### config.mk
export PLATFORM = sky130hd
export DESIGN_NAME = adc_par16_responder
export DESIGN_NICKNAME = d
export VERILOG_FILES = /design/src/rtl/adc_par16_responder.sv
export SDC_FILE = /design/constraint.sdc
export NUM_CORES = 1
export LEC_CHECK = 0
export ABC_CLOCK_PERIOD_IN_PS = 4450
export CAP_MARGIN = 20
export CORE_MARGIN = 5
export CORE_UTILIZATION = 59
export CTS_CLUSTER_DIAMETER = 30
export CTS_CLUSTER_SIZE = 10
export DETAILED_ROUTE_END_ITERATION = 8
export PLACE_DENSITY = 0.85
export SYNTH_ARGS = -nofsm -noshare
export SYNTH_HDL_FRONTEND = slang
export SYNTH_SLANG_ARGS = --single-unit
### constraint.sdc
create_clock -name clk -period 4.45 [get_ports clk]
set_input_delay 1.1125 -clock clk [delete_from_list [all_inputs] [get_ports clk]]
set_output_delay 1.1125 -clock clk [all_outputs]
set_load 0.03 [all_outputs]
### src/rtl/adc_par16_responder.sv
// adc_par16_responder
// Behavioural stand-in for a 16-bit parallel-output ADC. It answers an FPGA ADC
// controller on the CONVST/CS/RD/WR/SHDN/EOC/DB bus. Conversions are started
// by a CONVST falling edge and completion is flagged on EOC. The captured
// result is returned on DB during CS/RD reads.
//
// State table
//   state    | meaning
//   IDLE     | waiting for a CONVST falling edge
//   CONVERT  | conversion in progress, cnt counting down to 0
//   DONE     | result in data_reg, EOC low, waiting for a read
//   SHUTDOWN | SHDN asserted, EOC high, conversions aborted
//   WAKE     | SHDN released, wake_cnt counting down before IDLE
//
// Parameters
//   CONV_CYCLES : conversion time in clk cycles (>= 2)
//   WAKE_CYCLES : cycles from SHDN release until CONVST is accepted (>= 1)
//   RAMP_INIT   : reset value of the internal ramp source
//
// Ports
//   clk        in   system clock
//   rst        in   synchronous active-high reset
//   CONVST     in   conversion start, active-low, falling edge starts
//   CS         in   chip select, active-low
//   RD         in   read strobe, active-low
//   WR         in   write strobe, active-low, accepted and ignored
//   SHDN       in   shutdown, active-high
//   sample_in  in   external sample value [15:0]
//   sample_sel in   source select: 0 = internal ramp, 1 = sample_in
//   DB_out     out  read data [15:0], zero while DB_oe is low
//   DB_oe      out  output enable for the top-level tristate
//   EOC        out  end of conversion, active-low
//   overrun    out  sticky: CONVST during a conversion or result overwritten unread
`timescale 1ns/1ps

module adc_par16_responder #(
   parameter int unsigned CONV_CYCLES = 8,
   parameter int unsigned WAKE_CYCLES = 4,
   parameter logic [15:0] RAMP_INIT   = 16'h0000
) (
   input  logic        clk,
   input  logic        rst,
   input  logic        CONVST,
   input  logic        CS,
   input  logic        RD,
   input  logic        WR,
   input  logic        SHDN,
   input  logic [15:0] sample_in,
   input  logic        sample_sel,
   output logic [15:0] DB_out,
   output logic        DB_oe,
   output logic        EOC,
   output logic        overrun
);

   localparam int unsigned CW = (CONV_CYCLES > 2) ? $clog2(CONV_CYCLES) : 1;
   localparam int unsigned WW = $clog2(WAKE_CYCLES + 1);
   localparam logic [CW-1:0] CONV_LOAD = CW'(CONV_CYCLES - 1);
   localparam logic [WW-1:0] WAKE_LOAD = WW'(WAKE_CYCLES);

   typedef enum logic [2:0] {
      IDLE     = 3'd0,
      CONVERT  = 3'd1,
      DONE     = 3'd2,
      SHUTDOWN = 3'd3,
      WAKE     = 3'd4
   } state_t;

   state_t state, state_nxt;

   logic          convst_meta, convst_sync, convst_dly;
   logic          cs_meta, cs_sync;
   logic          rd_meta, rd_sync, rd_dly;
   logic          shdn_meta, shdn_sync;

   logic [CW-1:0] cnt, cnt_nxt;
   logic [WW-1:0] wake_cnt, wake_cnt_nxt;
   logic [15:0]   hold_reg, hold_nxt;
   logic [15:0]   data_reg, data_nxt;
   logic [15:0]   ramp, ramp_nxt;
   logic          eoc_nxt, overrun_nxt;
   logic          rd_req;

   logic          convst_fall, rd_fall, read_strobe;
   logic [15:0]   sample_src;

   // The write strobe exists only so the pinout matches the real converter.
   logic          wr_unused;
   assign wr_unused = WR;

   // Control lines idle high except SHDN, so the synchronizers reset to the
   // idle level and no spurious edge is seen when reset releases.
   always_ff @(posedge clk) begin
      if (rst) begin
         convst_meta <= 1'b1;
         convst_sync <= 1'b1;
         convst_dly  <= 1'b1;
         cs_meta     <= 1'b1;
         cs_sync     <= 1'b1;
         rd_meta     <= 1'b1;
         rd_sync     <= 1'b1;
         rd_dly      <= 1'b1;
         shdn_meta   <= 1'b0;
         shdn_sync   <= 1'b0;
      end else begin
         convst_meta <= CONVST;
         convst_sync <= convst_meta;
         convst_dly  <= convst_sync;
         cs_meta     <= CS;
         cs_sync     <= cs_meta;
         rd_meta     <= RD;
         rd_sync     <= rd_meta;
         rd_dly      <= rd_sync;
         shdn_meta   <= SHDN;
         shdn_sync   <= shdn_meta;
      end
   end

   assign convst_fall = convst_dly & ~convst_sync;
   assign rd_fall     = rd_dly & ~rd_sync;
   assign read_strobe = rd_fall & ~cs_sync;

   // sample_in is captured directly at the start edge; the controller holds
   // it steady around CONVST, so it is not synchronized.
   assign sample_src  = sample_sel ? sample_in : ramp;

   always_ff @(posedge clk) begin
      if (rst) begin
         state    <= IDLE;
         cnt      <= '0;
         wake_cnt <= '0;
         hold_reg <= 16'h0000;
         data_reg <= 16'h0000;
         ramp     <= RAMP_INIT;
         EOC      <= 1'b1;
         overrun  <= 1'b0;
      end else begin
         state    <= state_nxt;
         cnt      <= cnt_nxt;
         wake_cnt <= wake_cnt_nxt;
         hold_reg <= hold_nxt;
         data_reg <= data_nxt;
         ramp     <= ramp_nxt;
         EOC      <= eoc_nxt;
         overrun  <= overrun_nxt;
      end
   end

   always_comb begin
      state_nxt    = state;
      cnt_nxt      = cnt;
      wake_cnt_nxt = wake_cnt;
      hold_nxt     = hold_reg;
      data_nxt     = data_reg;
      ramp_nxt     = ramp;
      eoc_nxt      = EOC;
      overrun_nxt  = overrun;

      if (shdn_sync) begin
         // Shutdown overrides everything; an in-flight conversion is dropped
         // and the held/result registers keep their contents.
         state_nxt = SHUTDOWN;
         eoc_nxt   = 1'b1;
      end else begin
         case (state)
            IDLE: begin
               if (convst_fall) begin
                  hold_nxt  = sample_src;
                  cnt_nxt   = CONV_LOAD;
                  eoc_nxt   = 1'b1;
                  state_nxt = CONVERT;
               end
            end
            CONVERT: begin
               if (convst_fall) begin
                  overrun_nxt = 1'b1;
               end
               if (cnt == '0) begin
                  data_nxt  = hold_reg;
                  eoc_nxt   = 1'b0;
                  ramp_nxt  = ramp + 16'd1;
                  state_nxt = DONE;
               end else begin
                  cnt_nxt = cnt - 1'b1;
               end
            end
            DONE: begin
               // A new start outranks a read arriving in the same cycle and
               // means the pending result is about to be overwritten.
               if (convst_fall) begin
                  hold_nxt    = sample_src;
                  cnt_nxt     = CONV_LOAD;
                  eoc_nxt     = 1'b1;
                  overrun_nxt = 1'b1;
                  state_nxt   = CONVERT;
               end else if (read_strobe) begin
                  eoc_nxt   = 1'b1;
                  state_nxt = IDLE;
               end
            end
            SHUTDOWN: begin
               eoc_nxt      = 1'b1;
               wake_cnt_nxt = WAKE_LOAD;
               state_nxt    = WAKE;
            end
            WAKE: begin
               if (wake_cnt <= WW'(1)) begin
                  state_nxt = IDLE;
               end else begin
                  wake_cnt_nxt = wake_cnt - 1'b1;
               end
            end
            default: begin
               state_nxt = IDLE;
               eoc_nxt   = 1'b1;
            end
         endcase
      end
   end

   // Read path is independent of the FSM: one stage to form the request from
   // the synchronized strobes and one more to present DB.
   always_ff @(posedge clk) begin
      if (rst) begin
         rd_req <= 1'b0;
         DB_oe  <= 1'b0;
         DB_out <= 16'h0000;
      end else begin
         rd_req <= ~cs_sync & ~rd_sync;
         DB_oe  <= rd_req;
         DB_out <= rd_req ? data_reg : 16'h0000;
      end
   end

endmodule

==> metrics.md <==
| Metric | Value |
|---|---|
| Post-synth top flop | dfxtp_1 |
| Reg clk slew, reported paths | ~0.08 ns |
| Total of max-cap violations | 0 |
| Placed insts | 456 |
| Final Skew | 0.00974 ns |
| Mux cell area share after synthesis | under 10% |
| Logic pwr share | between 7 and 8% |
| Area after DPL | 3830 sq um |
| Syn. warnings | 0 |
| Drt drc | 0 |
| Core box area | 5570 sq um |
| WL per Instance | 13.5 um |
| Gr ovfl total | 0 |
| CP cell instances | clkdlybuf4s50_1 |
| Largest family of logic cells by synthesized area | simple AND/OR/NAND/NOR gates |
| First-pass GRT wire length | approximately 11 mm |
| Vias | between 2000 and 3000 |
| Drt first pass iters | 4 |
| Commonest non-fill, non-tap cell in the layout | dfxtp_1 |
| Setup crit end kind | primary output |
| First DRT Iteration DRCs | 104 |
| Non-Filler Instances | around 470 |
| Crit path max fanout | 2 |
| Setup WS post-layout | 1.96 ns |
| Final #Nets | roughly 430 |
| Slew headroom | 38.5% |
| Final hold viol count | 0 |
| Syn_area_per_cell | 9.41 sq um |
| Clock network power share | 37.6% |
| Starting Density | 61.4% |
| Outcome | finished, final reports clean |
| Worst Hold Class | reg -> reg |
| Syn_nets | 393 |
| Crit path launch type | flip-flop |
| Critical path class | reg -> out |
| GRT Total Usage | around 18% |
| Switching Fraction | 24.5% |
| Chip Height | 86.2 um |
| IO buf count | 41 |
| Post-DP HPWL | 4.45 mm |
| Clock Latency Late Sink | ~0.36 ns |
| Num CTS Buffers | 9 |
| Hold_buf cts | 0 |
| Area share of fa/ha/maj cells after synthesis | roughly 1.8% |
| CP Data Arrival Time | 1.38 ns |
| Leak | ~1.4 nW |
| Antenna cells | 0 |
| XOR/XNOR Fraction of Synth Area | 1.02% |
| Setup Fix Bufs, Post-CTS | 0 |
| Fmax | 0.401 GHz |
| Slowest cell delay on critical path | roughly 0.7 ns |
| P_sw | 362 uW |
| Worst slew pin tran | 0.919 ns |
| Die span in x | 86.2 um |
| Fillers | 394 |
| Clk root buf | clkbuf_8 |
| Largest net degree at the start of global routing | 48 |
| Post_cts resized | 0 |
| Layout cells sized above 1 | 8.98% |
| Synth Area in Simple Gates | 22.2% |
| Max rail drop VDD | 0.256 mV |
| Power Density | 364 nW/um^2 |
| Antenna Nets Post-Route | 0 |
| Post-synthesis compound-gate area fraction | between 10% and 20% |
| Flops & latches, synth | between 80 and 90 |
| Die area | 7430 sq um |
| Share of flip-flops with an asynchronous set or reset | 0% |
| H-tree lvl count | 3 |
| CP max stage cell | clkdlybuf4s50_1 |
| Longest Clk Path Bufs | 2 |
| WL final | 6.37 mm |
| Sequential area share after synthesis | 50.9% |
| Area of the mapped netlist | 3420 sq um |
| # rows | 27 |
| I/O Pins | between 40 and 50 |
| Final setup violation count | 0 |
| Most frequent cells in the layout | dfxtp_1, nand2_1, clkdlybuf4s50_1 |
| Fin util | 72.8% |
| Fin. max-slew vios | 0 |
| Post-synth EDFFs | 0 |
| Initial antenna violation count | 0 |
| Via density | 5.45 |
| Routability cong. | between 0.8 and 0.9 |
| Area grow syn2layout | 18.5% |
| CTS tree | done |
| Setup Slack @ Placement | 1.65 ns |
| Vias in the first global route | 2426 |
| Part of the power in registers | 55.1% |
| Critical path data required time | 3.34 ns |
| Crit path buf inv count | 1 |
| RSZ-0062 raised after global routing | no |
| Ratio of final minimum period to clock period | 56.0% |
| Clock Sinks | 87 |
| Setup TNS Final | 0 ns |
| Gate count of the mapped netlist | 364 |
| Post-synth cell types | 46 |
| Pint | 1.11 mW |
| CP top delay family | buffers and inverters |
| Final Cell Area | 4060 sq um |
| Crit path time final | 2.49 ns |
[routing by layer]
layer | wire length (um) | up-vias | GRT usage, % | share of wire, %
met1 | 2810 | 1195 | 22.1 | 44
met4 | 95 | 0 | 6.37 | 1.5
li1 | - | 1333 | - | -
met2 | 3190 | 43 | 30.3 | 50
met5 | 0 | - | 0 | 0
met3 | 279 | 9 | 4.94 | 4.4
[synthesized netlist by cell type (all sizes together) (3+ instances only)]
| cell | n | area [sq um] |
|---|---|---|
| and2 | 17 | 106 |
| o31ai | 7 | 52.6 |
| or3 | 7 | 43.8 |
| nor2b | 4 | 25.0 |
| or4 | 7 | 52.6 |
| mux2i | 16 | 160 |
| nor2 | 26 | 97.6 |
| nand2 | 40 | 150 |
| nand3 | 4 | 20.0 |
| a21oi | 33 | 165 |
| nand4 | 4 | 25.0 |
| or2 | 11 | 68.8 |
| dfxtp | 87 | 1740 |
| nor3 | 3 | 36.3 |
| inv | 10 | 37.5 |
| buf | 8 | 55.1 |
| nor3b | 5 | 53.8 |
| a211oi | 19 | 143 |
| clkbuf | 14 | 52.6 |
| ha | 5 | 62.6 |
| o21ai | 11 | 55.1 |
[final timing paths]
path                            slack (ns)  depth (start not counted)      from       end
worst min register to register        0.43                          1   cs_meta   cs_sync
worst max-delay path                  1.96                          1       EOC       EOC
worst max register to register        2.21                          4  state[0]  ramp[15]
worst min-delay path                  0.43                          1   cs_meta   cs_sync
[logic make-up (layout without fill, tap and decap cells)]
group | Yosys count | in the layout
simple gates | 138 | 138
xor+xnor | 4 | 4
buf+inv | 32 | 69
mux | 17 | 17
compound gates | 81 | 81
flops | 87 | 87
fa+ha+maj | 5 | 5
[power by group through the flow]
stage	combinational [mW]	sequential, mW	clock [mW]
2_1_floorplan	0.0775	0.825	0
3_3_place_gp	0.103	0.829	0
3_5_place_dp	0.106	0.830	0
4_1_cts	0.107	0.812	0.569
5_1_grt	0.119	0.815	0.607
6_report	0.108	0.812	0.555
[metrics by stage]
step / power, mW / hold WS (ns)
2_1_floorplan: 0.902 / 0.389
3_3_place_gp: 0.932 / 0.392
3_5_place_dp: 0.936 / 0.408
4_1_cts: 1.49 / 0.429
5_1_grt: 1.54 / 0.440
6_report: 1.48 / 0.428
[cell type report]
cell class              instances  area (sq um)  share of cell area (%)
clock buffers                   9           124                    3.05
clock inverters                 7          80.1                    1.97
inverters                      10          37.5                   0.925
multi-input cells             245          1540                    38.1
flip-flops and latches         87          1740                    42.9
well taps                      72          90.1                    2.22
repair buffers                 43           440                    10.9
Note: power is estimated with default switching activity, not from simulation.
